==> src/rtl/sd_multi_region_loader_pkg.sv <==
// Shared definitions for the multi-region SD loader.
//   state_t     : loader FSM states
//   SEC_WORDS   : 16-bit words in one 512-byte SD sector
//   out_w_legal : accepted DDR beat widths (16/32/64)
//   idx_w       : region index width, never below 1 bit
package sd_load_pkg;

    typedef enum logic [3:0] {
        S_IDLE,
        S_LOAD_REG,
        S_ISSUE,
        S_WAIT_HI,
        S_WAIT_LO,
        S_SEC_END,
        S_FLUSH,
        S_DONE,
        S_ERR
    } state_t;

    localparam int SEC_WORDS = 256;

    function automatic bit out_w_legal(input int w);
        return (w == 16) || (w == 32) || (w == 64);
    endfunction

    function automatic int idx_w(input int n);
        return (n <= 2) ? 1 : $clog2(n);
    endfunction

endpackage

==> src/rtl/sd_multi_region_loader_if.sv <==
// SD read side and DDR write side of the loader, bundled.
//   master : the loader (issues sector reads, drives DDR beats)
//   slave  : the SD controller / DDR port side
interface sd_multi_region_loader_if #(
    parameter int OUT_W = 32
);
    logic             rd_busy;
    logic             sd_rd_val_en;
    logic [15:0]      sd_rd_val_data;
    logic             rd_start_en;
    logic [31:0]      rd_sec_addr;
    logic             ddr_wr_en;
    logic [OUT_W-1:0] ddr_wr_data;

    modport master (
        input  rd_busy, sd_rd_val_en, sd_rd_val_data,
        output rd_start_en, rd_sec_addr, ddr_wr_en, ddr_wr_data
    );

    modport slave (
        output rd_busy, sd_rd_val_en, sd_rd_val_data,
        input  rd_start_en, rd_sec_addr, ddr_wr_en, ddr_wr_data
    );
endinterface

==> src/rtl/sd_word_packer.sv <==
// Packs 16-bit words into OUT_W-bit beats, lane 0 in bits [15:0].
//   accept/word : write word into the next lane; a full beat is emitted
//                 one cycle after its last lane is filled
//   flush       : emit a partially filled beat, upper lanes zero
//   clear       : drop any partial content
//   wr_en/wr_data : registered beat output, one-cycle strobe
//   partial     : at least one lane holds data not yet emitted
module sd_word_packer #(
    parameter int OUT_W = 32
)(
    input  logic             clk,
    input  logic             rst_n,
    input  logic             accept,
    input  logic [15:0]      word,
    input  logic             flush,
    input  logic             clear,
    output logic             wr_en,
    output logic [OUT_W-1:0] wr_data,
    output logic             partial
);
    localparam int PACK = OUT_W / 16;
    localparam int FW   = (PACK > 1) ? $clog2(PACK) : 1;

    logic [PACK-1:0][15:0] lanes_q, lanes_d;
    logic [FW-1:0]         fill_q;
    logic                  last_lane;

    assign last_lane = (fill_q == FW'(PACK - 1));
    assign partial   = (fill_q != '0);

    // Lanes with the incoming word merged in; used both to store and to
    // emit a beat that the current word completes.
    always_comb begin
        lanes_d = lanes_q;
        for (int l = 0; l < PACK; l++)
            if (fill_q == FW'(l)) lanes_d[l] = word;
    end

    always_ff @(posedge clk or negedge rst_n) begin
        if (!rst_n) begin
            lanes_q <= '0;
            fill_q  <= '0;
            wr_en   <= 1'b0;
            wr_data <= '0;
        end else begin
            wr_en <= 1'b0;
            if (clear) begin
                lanes_q <= '0;
                fill_q  <= '0;
            end else if (accept) begin
                if (last_lane) begin
                    wr_en   <= 1'b1;
                    wr_data <= lanes_d;
                    lanes_q <= '0;
                    fill_q  <= '0;
                end else begin
                    lanes_q <= lanes_d;
                    fill_q  <= fill_q + 1'b1;
                end
            end else if (flush && partial) begin
                wr_en   <= 1'b1;
                wr_data <= lanes_q;
                lanes_q <= '0;
                fill_q  <= '0;
            end
        end
    end

endmodule

==> src/rtl/sd_multi_region_loader.sv <==
// Loads up to REGION_NUM parameter regions from SD sectors into DDR.
//   clk, rst_n        : clock, async active-low reset
//   start             : begin at region 0 (accepted in IDLE/ERR only)
//   region_sec_base   : per-region start sector, [r*32 +: 32]
//   region_word_num   : per-region 16-bit word count, 0 = skip
//   bus (master)      : SD read request/data in, DDR beat out
//   region_idx        : region being loaded
//   word_cnt          : words accepted in the current region
//   busy/done/err     : status; err is sticky until the next start
module sd_multi_region_loader
    import sd_load_pkg::*;
#(
    parameter int REGION_NUM  = 4,
    parameter int OUT_W       = 32,
    parameter int SEC_WORDS   = sd_load_pkg::SEC_WORDS,
    parameter int CNT_W       = 24,
    parameter int TIMEOUT_CYC = 2000000,
    localparam int IDX_W      = idx_w(REGION_NUM)
)(
    input  logic                        clk,
    input  logic                        rst_n,
    input  logic                        start,
    input  logic [REGION_NUM*32-1:0]    region_sec_base,
    input  logic [REGION_NUM*CNT_W-1:0] region_word_num,
    sd_multi_region_loader_if.master    bus,
    output logic [IDX_W-1:0]            region_idx,
    output logic [CNT_W-1:0]            word_cnt,
    output logic                        busy,
    output logic                        done,
    output logic                        err
);
    localparam int TMO_W = $clog2(TIMEOUT_CYC + 1);

    if (!out_w_legal(OUT_W) || (SEC_WORDS % (OUT_W / 16)) != 0) begin : g_bad_cfg
        $error("sd_multi_region_loader: unsupported OUT_W/SEC_WORDS");
    end

    state_t           state_q, state_d;
    logic [31:0]      base_q, sec_cnt;
    logic [CNT_W-1:0] num_q;
    logic [TMO_W-1:0] tmo_q;
    logic [31:0]      cfg_base;
    logic [CNT_W-1:0] cfg_num;
    logic             go_first, load_cfg, next_reg, sec_inc, pk_flush;
    logic             waiting, accept, tmo_hit, last_reg, pk_partial;

    // Configuration of the region currently addressed by region_idx.
    always_comb begin
        cfg_base = '0;
        cfg_num  = '0;
        for (int r = 0; r < REGION_NUM; r++) begin
            if (region_idx == IDX_W'(r)) begin
                cfg_base = region_sec_base[r*32 +: 32];
                cfg_num  = region_word_num[r*CNT_W +: CNT_W];
            end
        end
    end

    assign waiting  = (state_q == S_WAIT_HI) || (state_q == S_WAIT_LO);
    assign accept   = waiting && bus.sd_rd_val_en && (word_cnt < num_q);
    assign tmo_hit  = (tmo_q == TMO_W'(TIMEOUT_CYC - 1));
    assign last_reg = (region_idx == IDX_W'(REGION_NUM - 1));

    always_ff @(posedge clk or negedge rst_n) begin
        if (!rst_n) state_q <= S_IDLE;
        else        state_q <= state_d;
    end

    always_comb begin
        state_d  = state_q;
        go_first = 1'b0;
        load_cfg = 1'b0;
        next_reg = 1'b0;
        sec_inc  = 1'b0;
        pk_flush = 1'b0;
        case (state_q)
            S_IDLE, S_ERR: begin
                if (start) begin
                    state_d  = S_LOAD_REG;
                    go_first = 1'b1;
                end
            end
            S_LOAD_REG: begin
                if (cfg_num == '0) begin
                    if (last_reg) state_d = S_DONE;
                    else          next_reg = 1'b1;
                end else begin
                    load_cfg = 1'b1;
                    state_d  = S_ISSUE;
                end
            end
            S_ISSUE:   state_d = S_WAIT_HI;
            S_WAIT_HI: begin
                if (bus.rd_busy)  state_d = S_WAIT_LO;
                else if (tmo_hit) state_d = S_ERR;
            end
            S_WAIT_LO: begin
                if (!bus.rd_busy) state_d = S_SEC_END;
                else if (tmo_hit) state_d = S_ERR;
            end
            S_SEC_END: begin
                if (word_cnt < num_q) begin
                    sec_inc = 1'b1;
                    state_d = S_ISSUE;
                end else if (pk_partial) begin
                    state_d = S_FLUSH;
                end else if (last_reg) begin
                    state_d = S_DONE;
                end else begin
                    next_reg = 1'b1;
                    state_d  = S_LOAD_REG;
                end
            end
            S_FLUSH: begin
                pk_flush = 1'b1;
                if (last_reg) state_d = S_DONE;
                else begin
                    next_reg = 1'b1;
                    state_d  = S_LOAD_REG;
                end
            end
            S_DONE:  state_d = S_IDLE;
            default: state_d = S_IDLE;
        endcase
    end

    always_ff @(posedge clk or negedge rst_n) begin
        if (!rst_n) begin
            region_idx <= '0;
            base_q     <= '0;
            num_q      <= '0;
            word_cnt   <= '0;
            sec_cnt    <= '0;
            tmo_q      <= '0;
            err        <= 1'b0;
        end else begin
            if (go_first)      region_idx <= '0;
            else if (next_reg) region_idx <= region_idx + 1'b1;

            if (load_cfg) begin
                base_q   <= cfg_base;
                num_q    <= cfg_num;
                word_cnt <= '0;
                sec_cnt  <= '0;
            end else begin
                if (accept)  word_cnt <= word_cnt + 1'b1;
                if (sec_inc) sec_cnt  <= sec_cnt + 32'd1;
            end

            // Restart the wait budget whenever the state moves or data shows up.
            if ((state_d != state_q) || bus.sd_rd_val_en) tmo_q <= '0;
            else if (waiting)                             tmo_q <= tmo_q + 1'b1;

            if (go_first)              err <= 1'b0;
            else if (state_d == S_ERR) err <= 1'b1;
        end
    end

    // Address is a pure function of held registers, so it stays stable
    // from the request through the end of the sector.
    assign bus.rd_sec_addr = base_q + sec_cnt;
    assign bus.rd_start_en = (state_q == S_ISSUE);
    assign busy = !((state_q == S_IDLE) || (state_q == S_DONE) || (state_q == S_ERR));
    assign done = (state_q == S_DONE);

    sd_word_packer #(.OUT_W(OUT_W)) u_packer (
        .clk     (clk),
        .rst_n   (rst_n),
        .accept  (accept),
        .word    (bus.sd_rd_val_data),
        .flush   (pk_flush),
        .clear   (go_first | load_cfg),
        .wr_en   (bus.ddr_wr_en),
        .wr_data (bus.ddr_wr_data),
        .partial (pk_partial)
    );

endmodule

==> src/flat_wrapper.sv <==
// flat-port wrapper written by rule: the top's interface ports become plain ports
module sd_multi_region_loader_flat import sd_load_pkg::*;
#(
    parameter int REGION_NUM  = 4,
    parameter int OUT_W       = 32,
    parameter int SEC_WORDS   = sd_load_pkg::SEC_WORDS,
    parameter int CNT_W       = 24,
    parameter int TIMEOUT_CYC = 2000000,
    localparam int IDX_W      = idx_w(REGION_NUM)
)
  (clk, rst_n, start, region_sec_base, region_word_num, region_idx, word_cnt, busy, done, err, bus_rd_busy, bus_sd_rd_val_en, bus_sd_rd_val_data, bus_rd_start_en, bus_rd_sec_addr, bus_ddr_wr_en, bus_ddr_wr_data);
  sd_multi_region_loader_if #(.OUT_W(OUT_W)) bus_i ();
  input  logic clk;
  input  logic rst_n;
  input  logic start;
  input  logic [REGION_NUM*32-1:0] region_sec_base;
  input  logic [REGION_NUM*CNT_W-1:0] region_word_num;
  output logic [IDX_W-1:0] region_idx;
  output logic [CNT_W-1:0] word_cnt;
  output logic busy;
  output logic done;
  output logic err;
  input wire logic [$bits(bus_i.rd_busy)-1:0] bus_rd_busy;
  input wire logic [$bits(bus_i.sd_rd_val_en)-1:0] bus_sd_rd_val_en;
  input wire logic [$bits(bus_i.sd_rd_val_data)-1:0] bus_sd_rd_val_data;
  output wire logic [$bits(bus_i.rd_start_en)-1:0] bus_rd_start_en;
  output wire logic [$bits(bus_i.rd_sec_addr)-1:0] bus_rd_sec_addr;
  output wire logic [$bits(bus_i.ddr_wr_en)-1:0] bus_ddr_wr_en;
  output wire logic [$bits(bus_i.ddr_wr_data)-1:0] bus_ddr_wr_data;
  assign bus_i.rd_busy = bus_rd_busy;
  assign bus_i.sd_rd_val_en = bus_sd_rd_val_en;
  assign bus_i.sd_rd_val_data = bus_sd_rd_val_data;
  assign bus_rd_start_en = bus_i.rd_start_en;
  assign bus_rd_sec_addr = bus_i.rd_sec_addr;
  assign bus_ddr_wr_en = bus_i.ddr_wr_en;
  assign bus_ddr_wr_data = bus_i.ddr_wr_data;
  sd_multi_region_loader #(.REGION_NUM(REGION_NUM), .OUT_W(OUT_W), .SEC_WORDS(SEC_WORDS), .CNT_W(CNT_W), .TIMEOUT_CYC(TIMEOUT_CYC)) u_core (.clk(clk), .rst_n(rst_n), .start(start), .region_sec_base(region_sec_base), .region_word_num(region_word_num), .bus(bus_i), .region_idx(region_idx), .word_cnt(word_cnt), .busy(busy), .done(done), .err(err));
endmodule
==> config.mk <==
export PLATFORM = sky130hd
export DESIGN_NAME = sd_multi_region_loader_flat
export DESIGN_NICKNAME = d
export VERILOG_FILES = /design/src/rtl/sd_multi_region_loader_pkg.sv /design/src/rtl/sd_multi_region_loader_if.sv /design/src/rtl/sd_word_packer.sv /design/src/rtl/sd_multi_region_loader.sv /design/src/flat_wrapper.sv
export SDC_FILE = /design/constraint.sdc
export NUM_CORES = 1
export LEC_CHECK = 0
export ABC_AREA = 1
export CAP_MARGIN = 20
export CELL_PAD_IN_SITES_DETAIL_PLACEMENT = 1
export CELL_PAD_IN_SITES_GLOBAL_PLACEMENT = 1
export CORE_AREA = 2 2 201 222
export CTS_CLUSTER_SIZE = 30
export DETAILED_ROUTE_END_ITERATION = 8
export DIE_AREA = 0 0 203 224
export PLACE_DENSITY_LB_ADDON = 0.1
export SLEW_MARGIN = 40
export SYNTH_ARGS = -nofsm -noshare
export SYNTH_HDL_FRONTEND = slang
export SYNTH_SLANG_ARGS = --single-unit
==> constraint.sdc <==
create_clock -name clk -period 2.6 [get_ports clk]
set_clock_uncertainty 0.1 [all_clocks]
set_input_delay 0.39 -clock clk [delete_from_list [all_inputs] [get_ports clk]]
set_output_delay 0.39 -clock clk [all_outputs]
set_load 0.005 [all_outputs]
==> results.md <==
- Run status: complete, but fails checks
- Failing checks: setup timing
- Row count: 80
- Placement Setup Slack: -0.793 ns
- Hold WC Path Type: in2async
- Post-synth top flop: dfrtp_1
- Initial antenna violation count: 2
- Combinational share of power: 67.1%
- Worst path required time: 2.11 ns
- Largest family of logic cells by synthesized area: simple AND/OR/NAND/NOR gates
- Worst R2R Start: u_core.region_idx[1]
- TNS Setup: -58.09 ns
- Remaining Overflow, GRT: 0
- Synth top area share: 37.6%
- Post-layout minimum cycle time: 3.48 ns
- Root Buffer: clkbuf_16
- Seq pwr share: 18.2%
- CTS clock-pin slew for the worst setup and hold paths: 0.06 ns
- Die width: 203 um
- Cells after Synth: 1,845
- Internal power: 0.0143 W
- Leak: 10.9 nW
- Floorplan core area: 43,100 um^2
- Switch Pwr: 0.0111 W
- Reg2reg end: u_core.tmo_q[19]
- Fillcell total: 4,952
- Worst ir drop on vdd: 563 uV
- Post-synth EDFFs: 0
- DRT Pass-1 Iters: 4
- Final Net Count: 2,793
- Ant. Diodes: 0
- CP endpoint kind: primary output
- Area Growth Syn to Fin: 80.9%
- Most common cell after layout, fill and taps aside: clkdlybuf4s50_1
- Synth area leader: dfrtp_1
- Global-route wire length before repair: 93,500 um
- Adder-cell share of the synthesized area: 5.72%
- Storage element area: 5160 um^2
- Arrival time worst endpoint: 2.99 ns
- Layout cells sized above 1: 35.5%
- Clock power share: 14.7%
- H-tree depth: 1
- GPL Wtd Cong: 0.878
- Synthesis Warnings: 0
- Seq/Total Area, Yosys: 37.6%
- Post-route DRC: 0
- RSZ-0062 raised after global routing: true
- Crit. Startpoint: u_core.sec_cnt[0]
- Yosys reg bits: 206
- Clock buffer depth: 3
- Worst relative slew slack: 39.1%
- Max Clk Rate: 287 MHz
- Die area: 45,500 um^2
- Avg Cell Area, Syn: 7.42 um^2
- Cell mode on critical path: buf_6
- Initial core utilization: 31.7%
- Worst-Skew Late Latency: 0.55 ns
- Compound-Gate Fraction of Synth Area: 15.4%
- Net Sw Frac: 43.9%
- Final HPWL DP: 42,300 um
- Final setup vio count: 195
- PD cells: 1020 nW/um^2
- Netlist cell types: 49
- CTS Buf Count: 26
- Flop2flop setup slack: -0.43 ns
- Ranking of synthesized cells by area: dfrtp_1 (38%), nand2_1 (11%), nor2_1 (6.6%), ha_1 (5.6%), inv_1 (4.4%)
- Largest net degree at the start of global routing: 52
- CTS sink count: 206
- CTS tree: done
- Crit Path Max Fanout: 4
- Critical path type: reg2out
- ANT nets after route: 0
- Routed vias: 16,200
- Maximum Capacitance Violations: 0
- Syn nets: 2,152
- Crit path capture: bus_rd_sec_addr[11]
- Number of global-route vias before repair: 17,100
- Synth Area in XOR/XNOR: 5.63%
- Tcrit/Tclk final: 134%
- Final slew viol count: 0
- Die Ht: 224 um
- R2R cell count: 19
- Aggregate global-route resource usage: 25.8%
- Slowest stage delay, CP: 0.41 ns
- Multi-input logic area: 10,300 um^2
- IO buf count: 339
- FFs w/ async S/R, synth: 100%
- DR vias/cell: 5.25
- I/O pins: 340
- Avg WL per Cell: 22.1 um
- Least-Margin Pin Slew: 0.906 ns
- Most frequent cells in the layout: clkdlybuf4s50_1 (306), nand2_1 (295), buf_4 (223)
- CP startpoint kind: flop
- Setup ws final: -0.880 ns
- Cells along the critical path: ha_4 -> buf_4 -> buf_6 -> buf_6 -> buf_6 -> nand3_2 -> nand2_2 -> a21oi_2 -> buf_6 -> o21bai_4 -> a21oi_2 -> buf_4 -> buf_6 -> buf_6 -> o21ai_4 -> xor2_1 -> buf_2
- Mux cell area share after synthesis: 0.0731%
- Final Hold Fails: 0
- Area share of and/or/nand/nor cells after synthesis: 28.1%
- CP max stage cell: dfrtp_1
- Total Wirelength: 67,900 um
- Post-Syn Area: 13,700 um^2
- Drt initial violations: 633
power by group through the flow:
stage	registers (W)	clock network (W)	logic (W)
3_3_place_gp	0.00444	0	0.0103
3_5_place_dp	0.00448	0	0.0105
5_1_grt	0.00468	0.00392	0.0182
6_report	0.00462	0.00374	0.0170
2_1_floorplan	0.00438	0	0.00530
4_1_cts	0.00452	0.00379	0.0138
layout make-up:
class                   instances  share of cell area (%)
clock buffers                  39                    3.07
clock inverters                 8                   0.394
flip-flops and latches        206                    20.8
repair inverters                2                  0.0909
inverters                     167                    2.69
repair buffers                688                    28.6
well taps                     574                    2.90
multi-input cells            1395                    41.4
cell usage after synthesis, drive strengths merged, types with 22 or more instances:
| cell | n |
|---|---|
| nand2 | 411 |
| nor2 | 271 |
| dfrtp | 206 |
| inv | 167 |
| nand3 | 114 |
| a21oi | 105 |
| o21ai | 103 |
| xor2 | 68 |
| ha | 61 |
| buf | 47 |
| o31ai | 36 |
| nor3 | 35 |
| a211oi | 32 |
| clkbuf | 32 |
| a22oi | 31 |
| nand4 | 23 |
| nor4 | 22 |
kinds of logic after synthesis:
group,after synthesis
and+or+nand+nor,893
xor gates and xnor gates,88
AOI/OAI and AO/OA,349
DFF,206
buffers and inverters,246
muxes,1
adders and majority gates,62
worst min-delay path by stage:
stage	start	end	slack (ns)	cells after the start
after floorplan	rst_n	u_core.base_q[0]	-0.006	0
after global placement	rst_n	u_core.word_cnt[20]	0.30	1
after detailed placement	rst_n	u_core.word_cnt[20]	0.29	1
after CTS	rst_n	u_core.word_cnt[20]	0.29	2
after global routing	rst_n	u_core.word_cnt[20]	0.32	2
final	rst_n	u_core.word_cnt[20]	0.29	2
critical path: cells and delay by family (launching register included):
| family | cells | cell delay, ns |
|---|---|---|
| buffers and inverters | 9 | 1.05 |
| adders and majority gates | 1 | 0.18 |
| DFF | 1 | 0.41 |
| xor gates and xnor gates | 1 | 0.21 |
| AOI/OAI and AO/OA | 4 | 0.47 |
| and+or+nand+nor | 2 | 0.12 |
flip-flops by register name, summed over array words and instances, names as in the netlist:
register	cells
u_core.tmo_q	21
u_core.base_q	32
u_core.sec_cnt	32
u_core.region_idx	2
u_core.num_q	24
u_core.state_q	4
u_core.u_packer.partial	1
u_core.u_packer.lanes_q	32
u_core.word_cnt	24
u_core.err	1
u_core.u_packer.wr_en	1
u_core.u_packer.wr_data	32
per-layer routing:
metal	vias up	GRT usage, %	wire length (um)
li1	7463	-	-
met1	8063	29.2	25600
met2	449	49.0	36400
met3	171	4.12	3190
met4	4	8.52	2710
met5	-	0	25
repair_timing:
item                                    CTS  global route
gates cloned                             16            20
resized for setup                       482           427
endpoints found under the setup margin  231           234
hold endpoints to repair                 41             0
hold buffers                              1             0
pin swaps                                71            82
setup buffers                            74            40
per-stage QoR:
stage	utilization, %	hold slack, ns	cell area (um^2)	std cells	total power (W)
after global placement	45.1	0.296	19400	2914	0.0148
after floorplan	-	-0.00559	13700	1845	0.00968
after detailed placement	45.1	0.291	19400	2914	0.0150
after CTS	52.4	0.287	22600	3045	0.0221
after global routing	57.4	0.324	24800	3079	0.0268
final	57.4	0.288	24800	3079	0.0254
No activity file was read; power rests on OpenSTA's default activity.
